$ cat src/rtl/x_bus_pkg.sv
// x_bus_pkg: shared FSM state type, default error data and saturating counter helper for x_top_bus
package x_bus_pkg;
    typedef enum logic [1:0] {IDLE, REQ, RESP} state_t;
    localparam logic [31:0] ERR_DATA_DEFAULT = 32'hDEADBEEF;
    function automatic logic [7:0] sat_inc(input logic [7:0] v);
        return (v == 8'hFF) ? v : v + 8'd1;
    endfunction
endpackage

$ cat src/rtl/x_top_bus_timer.sv
// x_top_bus_timer: stall counter; clear wins over enable, expire flags the last allowed cycle
// Ports: i_clk/i_nrst clock and async active-low reset; clear zeroes the count;
//        enable counts one per cycle; expire is high while count == p_timeout-1.
module x_top_bus_timer #(
    parameter int p_timeout = 100000
) (
    input  logic i_clk,
    input  logic i_nrst,
    input  logic clear,
    input  logic enable,
    output logic expire
);
    localparam int W = $clog2(p_timeout);
    logic [W-1:0] cnt;
    always_ff @(posedge i_clk or negedge i_nrst)
        if (!i_nrst) cnt <= '0;
        else if (clear) cnt <= '0;
        else if (enable) cnt <= cnt + 1'b1;
    assign expire = (cnt == W'(p_timeout - 1));
endmodule

$ cat src/rtl/x_top_bus.sv
// x_top_bus: single-master to p_slaves bus decoder with stall timeout and error responses
// Ports: i_clk/i_nrst clock and async active-low reset;
//        i_valid/i_rnw/i_addr/i_data master request, o_accept/o_data/o_err one-cycle response;
//        o_slv_valid one-hot slave strobe, o_slv_rnw/o_slv_addr/o_slv_data broadcast request;
//        i_slv_accept/i_slv_data per-slave accept and read data; o_err_cnt saturating error count.
module x_top_bus
    import x_bus_pkg::*;
#(
    parameter int p_slaves = 4,
    parameter int p_data_w = 32,
    parameter int p_addr_w = 32,
    parameter int p_timeout = 100000,
    parameter logic [p_data_w-1:0] p_err_data = p_data_w'(ERR_DATA_DEFAULT)
) (
    input  logic                         i_clk,
    input  logic                         i_nrst,
    input  logic                         i_valid,
    input  logic                         i_rnw,
    input  logic [p_addr_w-1:0]          i_addr,
    input  logic [p_data_w-1:0]          i_data,
    output logic                         o_accept,
    output logic [p_data_w-1:0]          o_data,
    output logic                         o_err,
    output logic [p_slaves-1:0]          o_slv_valid,
    output logic                         o_slv_rnw,
    output logic [p_addr_w-1:0]          o_slv_addr,
    output logic [p_data_w-1:0]          o_slv_data,
    input  logic [p_slaves-1:0]          i_slv_accept,
    input  logic [p_slaves*p_data_w-1:0] i_slv_data,
    output logic [7:0]                   o_err_cnt
);
    localparam int S = (p_slaves > 1) ? $clog2(p_slaves) : 1;
    state_t state;
    logic [S-1:0] idx;
    logic [S-1:0] sel;
    logic unmapped;
    logic expire;
    assign sel = i_addr[p_addr_w-1 -: S];
    assign unmapped = int'(sel) >= p_slaves;
    x_top_bus_timer #(.p_timeout(p_timeout)) u_timer (
        .i_clk (i_clk),
        .i_nrst(i_nrst),
        .clear (state != REQ),
        .enable(state == REQ),
        .expire(expire)
    );
    always_ff @(posedge i_clk or negedge i_nrst)
        if (!i_nrst) begin
            state       <= IDLE;
            idx         <= '0;
            o_slv_rnw   <= 1'b0;
            o_slv_addr  <= '0;
            o_slv_data  <= '0;
            o_slv_valid <= '0;
            o_accept    <= 1'b0;
            o_err       <= 1'b0;
            o_data      <= '0;
            o_err_cnt   <= '0;
        end else begin
            case (state)
                IDLE: if (i_valid) begin
                    o_slv_rnw  <= i_rnw;
                    o_slv_addr <= i_addr;
                    o_slv_data <= i_data;
                    idx        <= sel;
                    if (unmapped) begin
                        state     <= RESP;
                        o_accept  <= 1'b1;
                        o_err     <= 1'b1;
                        o_data    <= p_err_data;
                        o_err_cnt <= sat_inc(o_err_cnt);
                    end else begin
                        state       <= REQ;
                        o_slv_valid <= p_slaves'(1) << sel;
                    end
                end
                // accept takes priority over a coincident timeout
                REQ: if (i_slv_accept[idx]) begin
                    state       <= RESP;
                    o_slv_valid <= '0;
                    o_accept    <= 1'b1;
                    o_data      <= o_slv_rnw ? i_slv_data[int'(idx)*p_data_w +: p_data_w] : '0;
                end else if (expire) begin
                    state       <= RESP;
                    o_slv_valid <= '0;
                    o_accept    <= 1'b1;
                    o_err       <= 1'b1;
                    o_data      <= p_err_data;
                    o_err_cnt   <= sat_inc(o_err_cnt);
                end
                RESP: begin
                    state    <= IDLE;
                    o_accept <= 1'b0;
                    o_err    <= 1'b0;
                    o_data   <= '0;
                end
                default: state <= IDLE;
            endcase
        end
endmodule

$ cat config.mk
export PLATFORM = sky130hd
export DESIGN_NAME = x_top_bus
export DESIGN_NICKNAME = d
export VERILOG_FILES = /design/src/rtl/x_bus_pkg.sv /design/src/rtl/x_top_bus_timer.sv /design/src/rtl/x_top_bus.sv
export SDC_FILE = /design/constraint.sdc
export NUM_CORES = 1
export LEC_CHECK = 0
export BUFFER_PORTS_ARGS = -buffer_cell sky130_fd_sc_hd__clkbuf_2
export CAP_MARGIN = 20
export CORE_ASPECT_RATIO = 1.1
export CORE_UTILIZATION = 28
export DETAILED_ROUTE_END_ITERATION = 6
export HOLD_SLACK_MARGIN = 0.03
export PLACE_DENSITY = 0.62
export SLEW_MARGIN = 10
export SYNTH_ARGS = -nofsm -noshare
export SYNTH_HDL_FRONTEND = slang
export SYNTH_SLANG_ARGS = --single-unit
$ cat constraint.sdc
create_clock -name i_clk -period 2.3 [get_ports i_clk]
set_input_delay 0.46 -clock i_clk [delete_from_list [all_inputs] [get_ports i_clk]]
set_output_delay 0.46 -clock i_clk [all_outputs]
set_load 0.02 [all_outputs]
==> out/qor.yml <==
final_layout:
  share_of_post_route_cells_with_drive_strength_above_1_pct: 59.6
  final_core_util_pct: 41.1
  area_growth_pct: 43.9
  stdcell_area_um2: 8780
  fillerInstances: 2052
  num_antenna_cells: 0
  num-nets-final: 1001
synthesis:
  post_synth_num_cell_types: 39
  synth_warnings: 0
  synth_top_area_share_pct: 53.3
  synth_seq_cells: 130
  netlist_instances: 471
  synth_top_cell_by_area: "sky130_fd_sc_hd__dfrtp_1"
  netlist_top_cells_area: "sky130_fd_sc_hd__dfrtp_1 53%, sky130_fd_sc_hd__mux2_2 13%, sky130_fd_sc_hd__mux4_2 12%, sky130_fd_sc_hd__o21ai_0 2.9%, sky130_fd_sc_hd__nand2_1 2.5%"
  syn_area_um2: 6100
  postSynthNetCount: 676
  post_synthesis_sequential_area_ratio_pct: 53.3
  mean_post_synth_cell_area_um2: 13.0
critical_path:
  cp-end-kind: "flop"
  reg2regPathDepth: 6
  worst_setup_path_start_kind: "flop"
  end_point_of_the_critical_path: "o_err_cnt[3]"
  rr_endpoint: "o_err_cnt[3]"
  worst_ep_required_time_ps: 2590
  critPathLaunch: "u_timer.cnt[14]"
  criticalPathCategory: "reg -> reg"
  reg2reg_slack_ps: 2
  worstReg2RegStart: "u_timer.cnt[14]"
  timing.critical_path.arrival_ps: 2590
  worstPathMaxFanout: 6
pwr:
  cellPowerDensity_nw_per_um2: 1380
  power.leakage_uw: 0.00427
  power.ir.vdd_worst_mv: 0.700
clock_tree:
  worst_skew_pair.late_latency_ps: 410
  cts-root-to-sink-buffers: 2
  clock_tree_from_tritoncts: "yes"
  clock_sinks: 130
  cts_max_level: 4
  ctsRootBufferMaster: "sky130_fd_sc_hd__clkbuf_16"
  cts_inserted_buffers: 17
  clk_pin_slew_ps: 60
place:
  dp_worst_setup_slack_ps: -26.1
  dpl-instance-area_um2: 8150
  port_buffers: 310
  gp_congestion: 0.784
  hpwlAfterDp_um: 13400
timing:
  final_hold_viol_count: 0
  tightestPinTransition_ps: 637
  max_clock_freq_mhz: 435
  setup-violations-final: 0
  timing.setup.tns_ps: 0
  maxSlewViolCount: 0
  post-route-worst-setup-slack_ps: 1.58
  unrepaired_setup_endpoints_after_global_routing: "true"
  slew-limit-headroom_pct: 57.5
  finClkSkew_ps: 7.64
  min_period_ps: 2300
  timing.final.crit_share_pct: 99.9
routing:
  vias: 5028
  route.detailed.drc: 0
  ant_nets: 0
  wirelength_um: 17400
  drt-vias-per-instance: 4.58
  drt_iter0_drc: 168
  routedWlPerCell_um: 15.9
  firstDrtPassIters: 4
die:
  floorplan.die.height_um: 157
  top_level_ports: 311
  floorplan.initialDensity_pct: 28.6
  fp-row-count: 56
  die_outline_area_um2: 22400
  design.core.area_um2: 21400
  chipWidth_um: 143
outcome:
  outcome: "completed"
global_route:
  first_global_vias: 5131
  grt_first_pass_wirelength_um: 26600
  grt_overflow: 0
  grt_max_degree: 71
  grt_antenna_before_repair: 1
  global_route.usage.total_pct: 15.6
worst_hold_path:
  hold_path.class: "in -> reg"
job:
  maxCapViolCount: 0
-- critical path, stage by stage, from the launching register on --
cell and delay (ps):
sky130_fd_sc_hd__dfrtp_1 380, sky130_fd_sc_hd__or4_4 540, sky130_fd_sc_hd__or4_4 560, sky130_fd_sc_hd__a311oi_4 260, sky130_fd_sc_hd__buf_6 170, sky130_fd_sc_hd__nand4_1 120
sky130_fd_sc_hd__xnor2_1 160
-- cell usage after synthesis (all sizes together) --
cell type / count
nand2b: 2
a21boi: 2
a31oi: 1
buf: 5
or3: 2
mux4: 33
o21ai: 38
nand4b: 1
ha: 5
nor3: 4
clkbuf: 26
mux2i: 1
nand4: 8
and3: 3
inv: 5
o21a: 1
nor4: 1
and3b: 1
nand3: 15
a21oi: 25
xnor2: 15
o22a: 1
nor2b: 5
or2: 1
dfrtp: 130
and2: 14
and4: 1
a311oi: 1
or4: 2
nor2: 4
nand2: 41
mux2: 70
or4bb: 1
xor2: 4
nor3b: 2
-- per-stage QoR --
step / cells / hold slack (ps) / power, uW
finish: 1099 / 279 / 12100
global route: 1099 / 255 / 12900
CTS: 1097 / 258 / 12300
detailed placement: 1064 / 280 / 9520
global placement: 1064 / 278 / 9430
floorplan: 471 / 164 / 7510
-- state kept, by name, indices dropped and copies added (netlist names) --
register and flops:
o_slv_valid 4, o_err 1, state 2, o_err_cnt 8, u_timer.cnt 17, o_slv_addr 32
o_data 32, o_slv_data 32, o_slv_rnw 1, o_accept 1
-- per-layer routing --
metal	global-route usage, %	part of all wire, %
met1	16.9	39
met2	29.2	53
met3	4.59	6.5
met4	4.40	1.4
met5	0	0
-- kinds of logic after synthesis --
family | synth area share, %
multiplexers | 25.3
adder cells (fa/ha/maj) | 1.03
flip-flops | 53.3
AND/OR/NAND/NOR | 9.21
XOR/XNOR | 2.73
buffers and inverters | 2.26
AO/OA/AOI/OAI | 6.21
-- placed cells by master (no fill, tap or decap), drive strengths merged, types with 6 or more instances in the layout --
master  instances
xnor2          15
nand4           8
inv             6
and2           14
o21ai          38
a21oi          25
mux2           70
mux4           33
clkbuf        328
dfrtp         130
buf            27
nand3          15
nand2          41
-- how the worst min path moves through the flow --
| stage | cells after the start | slack [ps] | to | startpoint |
|---|---|---|---|---|
| floorplan | 0 | 160 | o_accept | i_nrst |
| global placement | 1 | 280 | u_timer.cnt[15] | i_nrst |
| detailed placement | 1 | 280 | u_timer.cnt[15] | i_nrst |
| CTS | 2 | 260 | o_slv_data[16] | i_data[16] |
| global route | 2 | 260 | o_slv_data[16] | i_data[16] |
| finish | 2 | 280 | o_slv_data[16] | i_data[16] |
-- power breakdown --
part | total (uW) | internal [uW] | switching, uW
sequential | 3680 | 3220 | 465
clock | 2680 | 1650 | 1030
combinational | 5740 | 2440 | 3290
-- what timing repair did --
item / CTS / global route
endpoints found under the hold margin: 8 / 0
setup buffers: 0 / 2
pin swaps: 0 / 1
gates resized for setup: 2 / 1
setup endpoints to repair: 6 / 9
hold buffers: 1 / 0
-- layout make-up --
| cell class | count | area (um2) | share of cell area, % |
|---|---|---|---|
| Sequential cell | 130 | 3250 | 37.1 |
| Multi-Input combinational cell | 305 | 2740 | 31.2 |
| Timing Repair Buffer | 337 | 1820 | 20.7 |
| Clock inverter | 13 | 135 | 1.54 |
| Inverter | 5 | 18.8 | 0.214 |
| Clock buffer | 19 | 453 | 5.16 |
| Tap cell | 290 | 363 | 4.13 |
(Power assumes the default switching activity.)
